`src/rtl/cordic_pkg.sv`:
```
// Shared CORDIC constants and types, used by both the vectoring engine here
// and the rotation-mode sin/cos generator.
package cordic_pkg;

   localparam int INT_WIDTH = 14;
   localparam int FRAC_BITS = 10;
   localparam int MAX_ITER  = 10;

   // Q3.10 atan(2^-k), k = 0..9
   localparam logic signed [INT_WIDTH-1:0] ATAN_LUT [MAX_ITER] = '{
      14'sd804, 14'sd475, 14'sd251, 14'sd127, 14'sd64,
      14'sd32,  14'sd16,  14'sd8,   14'sd4,   14'sd2
   };

   localparam logic signed [INT_WIDTH-1:0] PI = 14'sd3217;
   localparam int K_INV = 622;

   typedef enum logic [1:0] {
      IDLE,
      ITER,
      SCALE,
      DONE
   } state_t;

endpackage

```
`src/rtl/cordic_round_sat.sv`:
```
// Round-half-up, arithmetic right shift and saturation of a signed value to a
// narrower signed or unsigned result.
module cordic_round_sat #(
   parameter int IN_WIDTH   = 14,
   parameter int SHIFT      = 4,
   parameter int OUT_WIDTH  = 8,
   parameter bit SIGNED_OUT = 1'b0
) (
   input  logic signed [IN_WIDTH-1:0]  data_i,
   output logic        [OUT_WIDTH-1:0] data_o
);

   localparam int MAX_VAL = SIGNED_OUT ? (1 << (OUT_WIDTH - 1)) - 1 : (1 << OUT_WIDTH) - 1;
   localparam int MIN_VAL = SIGNED_OUT ? -(1 << (OUT_WIDTH - 1)) : 0;
   localparam int HALF    = 1 << (SHIFT - 1);

   logic signed [IN_WIDTH:0] sum;
   logic signed [IN_WIDTH:0] shifted;

   // NOTE: every output of this always_comb is assigned on every path, so no latch is inferred.
   always_comb begin
      sum     = (IN_WIDTH + 1)'(data_i) + (IN_WIDTH + 1)'(HALF);
      shifted = sum >>> SHIFT;
      if (shifted > (IN_WIDTH + 1)'(MAX_VAL)) begin
         data_o = OUT_WIDTH'(MAX_VAL);
      end else if (shifted < (IN_WIDTH + 1)'(MIN_VAL)) begin
         data_o = OUT_WIDTH'(MIN_VAL);
      end else begin
         data_o = shifted[OUT_WIDTH-1:0];
      end
   end

endmodule

```
`src/rtl/cordic_vectoring.sv`:
```
// Iterative vectoring-mode CORDIC: (x, y) in Q1.6 -> magnitude (Q2.6) and
// atan2 angle (Q2.5 radians), one micro-rotation per clock.
module cordic_vectoring
   import cordic_pkg::*;
#(
   parameter int DATA_WIDTH = 8,
   parameter int ITER_COUNT = 10
) (
   input  logic                         clk,
   input  logic                         rst,
   input  logic                         in_valid,
   output logic                         in_ready,
   input  logic signed [DATA_WIDTH-1:0] x_in,
   input  logic signed [DATA_WIDTH-1:0] y_in,
   output logic                         out_valid,
   input  logic                         out_ready,
   output logic        [DATA_WIDTH-1:0] mag_out,
   output logic        [DATA_WIDTH-1:0] angle_out
);

   state_t                      state_q;
   logic [3:0]                  k_q;
   logic signed [INT_WIDTH-1:0] x_q, y_q, z_q;
   logic                        zero_q;
   logic                        out_valid_q;
   logic [DATA_WIDTH-1:0]       mag_q, angle_q;

   logic signed [INT_WIDTH-1:0] x_ext, y_ext;
   logic signed [INT_WIDTH-1:0] x_cap_d, y_cap_d, z_cap_d;
   logic signed [INT_WIDTH-1:0] x_d, y_d, z_d;
   logic signed [23:0]          prod;
   logic signed [INT_WIDTH-1:0] mag_full;
   logic [DATA_WIDTH-1:0]       mag_rnd, angle_rnd;

   // Left half-plane inputs are rotated by pi first so the iterations only
   // ever have to cover +-pi/2; negating -2.0 (-2048) is exact in 14 bits.
   always_comb begin
      x_ext = INT_WIDTH'(x_in) <<< 4;
      y_ext = INT_WIDTH'(y_in) <<< 4;
      if (x_in[DATA_WIDTH-1]) begin
         x_cap_d = -x_ext;
         y_cap_d = -y_ext;
         z_cap_d = y_in[DATA_WIDTH-1] ? -PI : PI;
      end else begin
         x_cap_d = x_ext;
         y_cap_d = y_ext;
         z_cap_d = '0;
      end
   end

   always_comb begin
      if (!y_q[INT_WIDTH-1]) begin
         x_d = x_q + (y_q >>> k_q);
         y_d = y_q - (x_q >>> k_q);
         z_d = z_q + ATAN_LUT[k_q];
      end else begin
         x_d = x_q - (y_q >>> k_q);
         y_d = y_q + (x_q >>> k_q);
         z_d = z_q - ATAN_LUT[k_q];
      end
   end

   // Remove the CORDIC gain; x is non-negative here so the product fits 24 bits.
   always_comb begin
      prod     = 24'(x_q) * 24'(K_INV);
      mag_full = INT_WIDTH'(prod >>> FRAC_BITS);
   end

   cordic_round_sat #(
      .IN_WIDTH  (INT_WIDTH),
      .SHIFT     (FRAC_BITS - 6),
      .OUT_WIDTH (DATA_WIDTH),
      .SIGNED_OUT(1'b0)
   ) u_mag_round (
      .data_i(mag_full),
      .data_o(mag_rnd)
   );

   cordic_round_sat #(
      .IN_WIDTH  (INT_WIDTH),
      .SHIFT     (FRAC_BITS - 5),
      .OUT_WIDTH (DATA_WIDTH),
      .SIGNED_OUT(1'b1)
   ) u_angle_round (
      .data_i(z_q),
      .data_o(angle_rnd)
   );

   // NOTE: all sequential state is updated with non-blocking assignments only.
   always_ff @(posedge clk) begin
      if (!rst) begin
         state_q     <= IDLE;
         k_q         <= '0;
         x_q         <= '0;
         y_q         <= '0;
         z_q         <= '0;
         zero_q      <= 1'b0;
         out_valid_q <= 1'b0;
         mag_q       <= '0;
         angle_q     <= '0;
      end else begin
         case (state_q)
            IDLE: begin
               if (in_valid) begin
                  x_q     <= x_cap_d;
                  y_q     <= y_cap_d;
                  z_q     <= z_cap_d;
                  zero_q  <= (x_in == '0) && (y_in == '0);
                  k_q     <= '0;
                  state_q <= ITER;
               end
            end
            ITER: begin
               x_q <= x_d;
               y_q <= y_d;
               z_q <= z_d;
               if (k_q == 4'(ITER_COUNT - 1)) begin
                  state_q <= SCALE;
               end else begin
                  k_q <= k_q + 4'd1;
               end
            end
            SCALE: begin
               mag_q       <= mag_rnd;
               // atan2(0, 0) is undefined; report 0 instead of the residual sum of the LUT
               angle_q     <= zero_q ? '0 : angle_rnd;
               out_valid_q <= 1'b1;
               state_q     <= DONE;
            end
            DONE: begin
               if (out_ready) begin
                  out_valid_q <= 1'b0;
                  state_q     <= IDLE;
               end
            end
            default: state_q <= IDLE;
         endcase
      end
   end

   assign in_ready  = (state_q == IDLE);
   assign out_valid = out_valid_q;
   assign mag_out   = mag_q;
   assign angle_out = angle_q;

endmodule

```
`config.mk`:
```
export PLATFORM = sky130hd
export DESIGN_NAME = cordic_vectoring
export DESIGN_NICKNAME = d
export VERILOG_FILES = /design/src/rtl/cordic_pkg.sv /design/src/rtl/cordic_round_sat.sv /design/src/rtl/cordic_vectoring.sv
export SDC_FILE = /design/constraint.sdc
export NUM_CORES = 1
export LEC_CHECK = 0
export BUFFER_PORTS_ARGS = -buffer_cell sky130_fd_sc_hd__buf_2
export CELL_PAD_IN_SITES_DETAIL_PLACEMENT = 1
export CELL_PAD_IN_SITES_GLOBAL_PLACEMENT = 2
export CORE_MARGIN = 2
export CORE_UTILIZATION = 39
export DETAILED_ROUTE_END_ITERATION = 10
export GPL_TIMING_DRIVEN = 0
export PLACE_DENSITY_LB_ADDON = 0.3
export SYNTH_ARGS = -nofsm -noshare
export SYNTH_HDL_FRONTEND = slang
export SYNTH_SLANG_ARGS = --single-unit
```
`constraint.sdc`:
```
create_clock -name clk -period 8.8 [get_ports clk]
set_clock_uncertainty 0.15 [all_clocks]
set_input_delay 0.44 -clock clk [delete_from_list [all_inputs] [get_ports clk]]
set_output_delay 0.44 -clock clk [all_outputs]
set_load 0.05 [all_outputs]
```
==> results of run 1 <==
## cell usage in the layout, fill, tap and decap left out, drive strengths merged, types with 29 or more instances in the layout
cell / n
a21oi: 85
buf: 52
clkbuf: 41
dfxtp: 66
fa: 52
ha: 109
inv: 130
mux4: 29
nand2: 78
nor2: 121
o21ai: 87
xnor2: 54
xor2: 32
## cells by family after synthesis
logic type	share of synthesized area, %
buffers and inverters	7.27
AO/OA/AOI/OAI	19.3
multiplexers	9.93
XOR/XNOR	8.00
AND/OR/NAND/NOR	15.9
flip-flops	14.0
adder cells (fa/ha/maj)	25.5
## routing by layer
layer	global-route usage, %	up-vias	part of all wire [%]
met4	6.36	2	2.2
met3	3.62	43	4.3
met1	34.4	4345	48
li1	-	4132	-
met2	39.8	210	46
met5	0	-	0.036
## synthesized netlist by cell type, drive strengths merged (9+ instances only)
master,n,area share (%)
fa,52,11
a31oi,9,0.60
buf,15,0.85
a21o,12,0.96
clkbuf,32,1.3
mux2i,15,1.6
a211oi,17,1.4
xnor2,54,5.0
dfxtp,66,14
nor2,121,4.9
nand3,18,1.0
o21ai,87,4.7
mux4,29,7.0
inv,128,5.1
a21oi,85,4.6
mux2,11,1.3
nor2b,13,0.86
a22oi,14,1.1
ha,109,14
and2,10,0.69
nand2,78,3.1
xor2,32,3.0
nor3,23,1.3
## flip-flops by register name, summed over array words and instances, names as in the netlist
name,cells
out_valid,1
k_q,4
zero_q,1
x_q,14
state_q,2
y_q,14
angle_out,8
z_q,14
mag_out,8
## how the worst max path moves through the flow
stage            start          to  slack [ps]  cells past startpoint
2_1_floorplan  x_q[13]  mag_out[0]        2620                     18
6_report       x_q[12]  mag_out[3]        1500                     19
4_1_cts        x_q[12]  mag_out[2]        1520                     19
3_3_place_gp   x_q[12]  mag_out[2]        1630                     19
5_1_grt        x_q[12]  mag_out[2]        1060                     19
3_5_place_dp   x_q[12]  mag_out[2]        1540                     19
## metrics by stage
step	hold WS [ps]	setup WS [ps]	cells	utilization, %
3_5_place_dp	308	1540	1509	42.3
6_report	267	1500	1525	43.7
4_1_cts	258	1520	1525	43.7
2_1_floorplan	282	2620	1153	-
3_3_place_gp	304	1630	1509	42.3
5_1_grt	299	1060	1525	43.7
## cell type report
cell class	instances	area share, %
well taps	319	3.87
clock inverters	7	0.969
inverters	129	4.69
plain buffers	47	1.94
repair buffers	37	1.79
multi-input cells	911	71.8
flip-flops and latches	66	12.8
clock buffers	9	2.18
## critical path, cell delays in order (launching register included)
cell and delay [ps]:
dfxtp_1 730, inv_1 230, ha_1 420, fa_1 560, inv_1 50, fa_1 460
fa_1 590, fa_1 430, ha_1 370, and3_1 220, a221oi_1 330, nor2b_1 100
a311oi_2 490, a21oi_1 300, o21ai_1 270, o21bai_1 110, xor2_1 530, mux2_2 420
a21oi_2 300, a21oi_1 110
==> summary.md, run 1 <==
| Metric | Value |
|---|---|
| Outcome | `finished clean` |
| Cell Area, Synth | `9420 um2` |
| Port bufs | `37` |
| GP Congestion | `0.915` |
| Achievable Freq | `137 MHz` |
| Synth unique cells | `78` |
| Placed wire-length estimate | `24300 um` |
| Hold endpoint | `out_valid` |
| Final min period | `7300 ps` |
| H-tree Lvls | `3` |
| Crit path arrival time | `7380 ps` |
| Yosys reg bits | `66` |
| Setup TNS Final | `0 ps` |
| Clock Sinks | `66` |
| Setup Viol. Count Final | `0` |
| Area of the core | `23600 um2` |
| Reg-to-Reg Start | `x_q[12]` |
| Setup Crit Path Kind | `reg2reg` |
| EDFF count, synth | `0` |
| Post-CTS Setup Bufs | `0` |
| Final period util | `82.9%` |
| Final nets | `1382` |
| Share of layout cells above drive strength 1 | `10.0%` |
| Hold buffers post-CTS | `0` |
| Number of diodes | `0` |
| Rel. slew slack | `44.9%` |
| First-iteration detailed-routing DRC count | `526` |
| Drt drc | `0` |
| Vias per inst | `5.73` |
| Ports | `38` |
| RR Endpoint | `mag_out[3]` |
| Top_reg_cell synth | `dfxtp_1` |
| Total GRT Usage | `24.6%` |
| Core Rows | `56` |
| Synth warn | `0` |
| Total congestion overflow | `0` |
| Root Buffer | `clkbuf_16` |
| Design area | `10300 um2` |
| Clk pin slew, worst setup/hold paths | `70 ps` |
| Initial antenna violation count | `1` |
| Wire length of the first global-routing pass | `49600 um` |
| Area of the multi-input gates | `7410 um2` |
| Total iterations of the first detailed-routing run | `5` |
| Die area | `25400 um2` |
| Clock insertion delay at the later pin of the skew report | `360 ps` |
| Antenna-violating nets left | `0` |
| Filler cells | `2892` |
| Die height | `159 um` |
| Initial Util | `39.9%` |
| Seq. cell area | `1320 um2` |
| Die width | `159 um` |
| Hold Crit Class | `in2reg` |
| Ys async rst share | `0%` |
| Hold wc startpoint | `out_ready` |
| TritonCTS clock tree | `done` |
| Worst reg-to-reg path cell count | `19` |
| Seq/Total Area, Yosys | `14.0%` |
| Post-synth net total | `1334` |
| Hold-critical path depth | `4` |
| WL/cell | `20.2 um` |
| Startpoint types | `flop` |
| RSZ-0062 raised after global routing | `no` |
| Largest net degree at the start of global routing | `16` |
| Crit end category | `flop` |
| TritonCTS buffer count | `9` |
| Worst-margin pin slew | `826 ps` |
| Max-capacitance violation count | `0` |
| DR vias | `8732` |
| Post-DP Area | `10000 um2` |
| Final hold violation count | `0` |
| Mapped Cells | `1153` |
| Maximum fanout along the worst path | `11` |
| CTS Buffer Depth | `2` |
| Req. time, crit path | `8880 ps` |
| Routed WL | `30900 um` |
| Avg Synthesized Cell Area | `8.17 um2` |
| Synthesis-to-layout area growth | `9.66%` |
| Vias in the first global route | `8897` |
| R2r setup slk | `1500 ps` |
| Max Transition Viols Final | `0` |
| Post-CTS Resized | `0` |
Power of run 1 is left out: the tool's default activity adds up to more than one toggle a clock period on the data nets, which glitch-free logic cannot reach.
==> inputs of run 2 (changes only) <==
clock period = 6.8 ns   (was 8.8 ns; I/O delays follow)
==> run 2 against run 1 <==
  * First-iteration DRC count down 3.6%
  * Utilization rose by 0.23 points
  * Routed wire length increased by 0.21%
  * Fmax up 13%
  * Die area did not move
  * Non-clock buffer count grew 2
  * Highest routed layer unchanged
  * Critical endpoint is now mag_out[2]
  * Sequential share of layout area about the same
  * Via count rose by 0.14%
  * Global-route usage about the same
  * Critical path type unchanged
  * Cell count increased by 0.13%
  * Critical path depth did not move
==> summary.md, run 2 (synthesis gave the netlist of run 1 again) <==
| Metric | Value |
|---|---|
| WL/cell | `20.3 um (about the same)` |
| Synthesis-to-layout area growth | `10.2%` |
| Post-DP Area | `10000 um2 (unchanged)` |
| Req. time, crit path | `6880 ps (-2000 ps)` |
| Number of diodes | `0 (unchanged)` |
| Top flop regs | `x_q: 14 flops, y_q: 14 flops, z_q: 14 flops` |
| TritonCTS clock tree | `done` |
| Final nets | `1384 (+0.14%)` |
| Antenna-violating nets left | `0 (unchanged)` |
| Vias in the first global route | `8908 (+0.12%)` |
| Achievable Freq | `155 MHz (+13%)` |
| TritonCTS buffer count | `9 (unchanged)` |
| Final period util | `94.9% (+12 points)` |
| H-tree Lvls | `3 (unchanged)` |
| Startpoint types | `flop` |
| Commonest non-fill, non-tap cell in the layout | `inv_1` |
| Total iterations of the first detailed-routing run | `5 (unchanged)` |
| CTS Buffer Depth | `2 (unchanged)` |
| Max Transition Viols Final | `0 (unchanged)` |
| Die height | `159 um (unchanged)` |
| Share of layout cells above drive strength 1 | `11.0% (+0.98 points)` |
| Setup Viol. Count Final | `0 (unchanged)` |
| Routed WL | `30900 um (+0.21%)` |
| Worst-margin pin slew | `838 ps (+12.2 ps)` |
| Wire length of the first global-routing pass | `49700 um (+0.14%)` |
| Hold wc startpoint | `out_ready` |
| Port bufs | `37 (unchanged)` |
| First-iteration detailed-routing DRC count | `507 (-3.6%)` |
| Initial antenna violation count | `1 (unchanged)` |
| Root Buffer | `clkbuf_16` |
| Area of the core | `23600 um2 (unchanged)` |
| CP startpoint | `x_q[12]` |
| Filler cells | `2902 (+0.35%)` |
| Design area | `10400 um2 (+0.52%)` |
| Clock insertion delay at the later pin of the skew report | `360 ps (about the same)` |
| Vias per inst | `5.73 (about the same)` |
| Initial Util | `39.9% (unchanged)` |
| Placed wire-length estimate | `24300 um (unchanged)` |
| Clock Sinks | `66 (unchanged)` |
| DR vias | `8744 (+0.14%)` |
| Most frequent cells in the layout | `inv_1, nor2_1, ha_1` |
| Final min period | `6450 ps (-843 ps)` |
| GP Congestion | `0.915 (unchanged)` |
| Crit end category | `flop` |
| Total GRT Usage | `24.6% (+0.036 points)` |
| Setup Crit Path Kind | `reg2reg` |
| Outcome | `finished clean` |
| Reg-to-Reg Start | `x_q[12]` |
| Final hold violation count | `0 (unchanged)` |
| Core Rows | `56 (unchanged)` |
| Drt drc | `0 (unchanged)` |
| Die area | `25400 um2 (unchanged)` |
| Clk pin slew, worst setup/hold paths | `70 ps (about the same)` |
| Max-capacitance violation count | `0 (unchanged)` |
| Crit path arrival time | `6540 ps (-840 ps)` |
| Maximum fanout along the worst path | `11 (unchanged)` |
| Largest net degree at the start of global routing | `16 (unchanged)` |
| Die width | `159 um (unchanged)` |
| Rel. slew slack | `44.1% (-0.81 points)` |
| Total congestion overflow | `0 (unchanged)` |
| Ports | `38 (unchanged)` |
| Hold Crit Class | `in2reg` |
==> run 2: through the flow <==
stage          cells  setup WS, ps  hold slack [ps]  utilization (%)  TNS (ps)
2_1_floorplan   1153           620              282                -         0
3_3_place_gp    1509          -374              304             42.3     -2230
3_5_place_dp    1509          -462              308             42.3     -2920
4_1_cts         1526           153              158             43.8         0
5_1_grt         1527         -20.7              199             44.0     -91.1
6_report        1527           346              164             44.0         0
==> run 2: layout make-up <==
| class | instances | area, um2 | share of cell area [%] |
|---|---|---|---|
| Inverter | 129 | 484 | 4.67 |
| Sequential cell | 66 | 1330 | 12.8 |
| Buffer | 47 | 200 | 1.93 |
| Clock inverter | 7 | 100 | 0.964 |
| Tap cell | 319 | 399 | 3.85 |
| Multi-Input combinational cell | 911 | 7440 | 71.7 |
| Clock buffer | 9 | 225 | 2.17 |
| Timing Repair Buffer | 39 | 200 | 1.93 |
==> run 2: final timing paths <==
kind / to / slack [ps] / depth (start not counted)
max: mag_out[2] / 350 / 19
max reg2reg: mag_out[2] / 350 / 19
min: out_valid / 160 / 4
min reg2reg: zero_q / 320 / 2
==> run 2: critical path: stages, from the launching register on <==
cell	delay [ps]
dfxtp_2	530
inv_1	170
ha_1	400
fa_1	560
inv_1	50
fa_1	460
fa_1	590
fa_1	430
ha_1	370
and3_1	220
a221oi_1	330
nor2b_1	100
a311oi_2	340
a21oi_2	200
o21ai_1	220
o21bai_1	140
xor2_2	260
mux2_2	390
a21oi_2	300
a21oi_1	110
==> run 2: per-layer routing <==
metal,global-route usage (%),routed length [um],share of wire (%)
met3,3.62,1240,4.0
met5,0,11,0.036
met2,39.8,14100,45
met4,6.36,718,2.3
met1,34.5,14900,48
==> run 2: repair_timing <==
item,CTS,global route
cloned,0,0
buffers inserted,1,1
pin swaps,1,0
gates resized for setup,4,7
endpoints found under the setup margin,8,6
hold buffers,0,0
Power of run 2 is left out for the same reason.
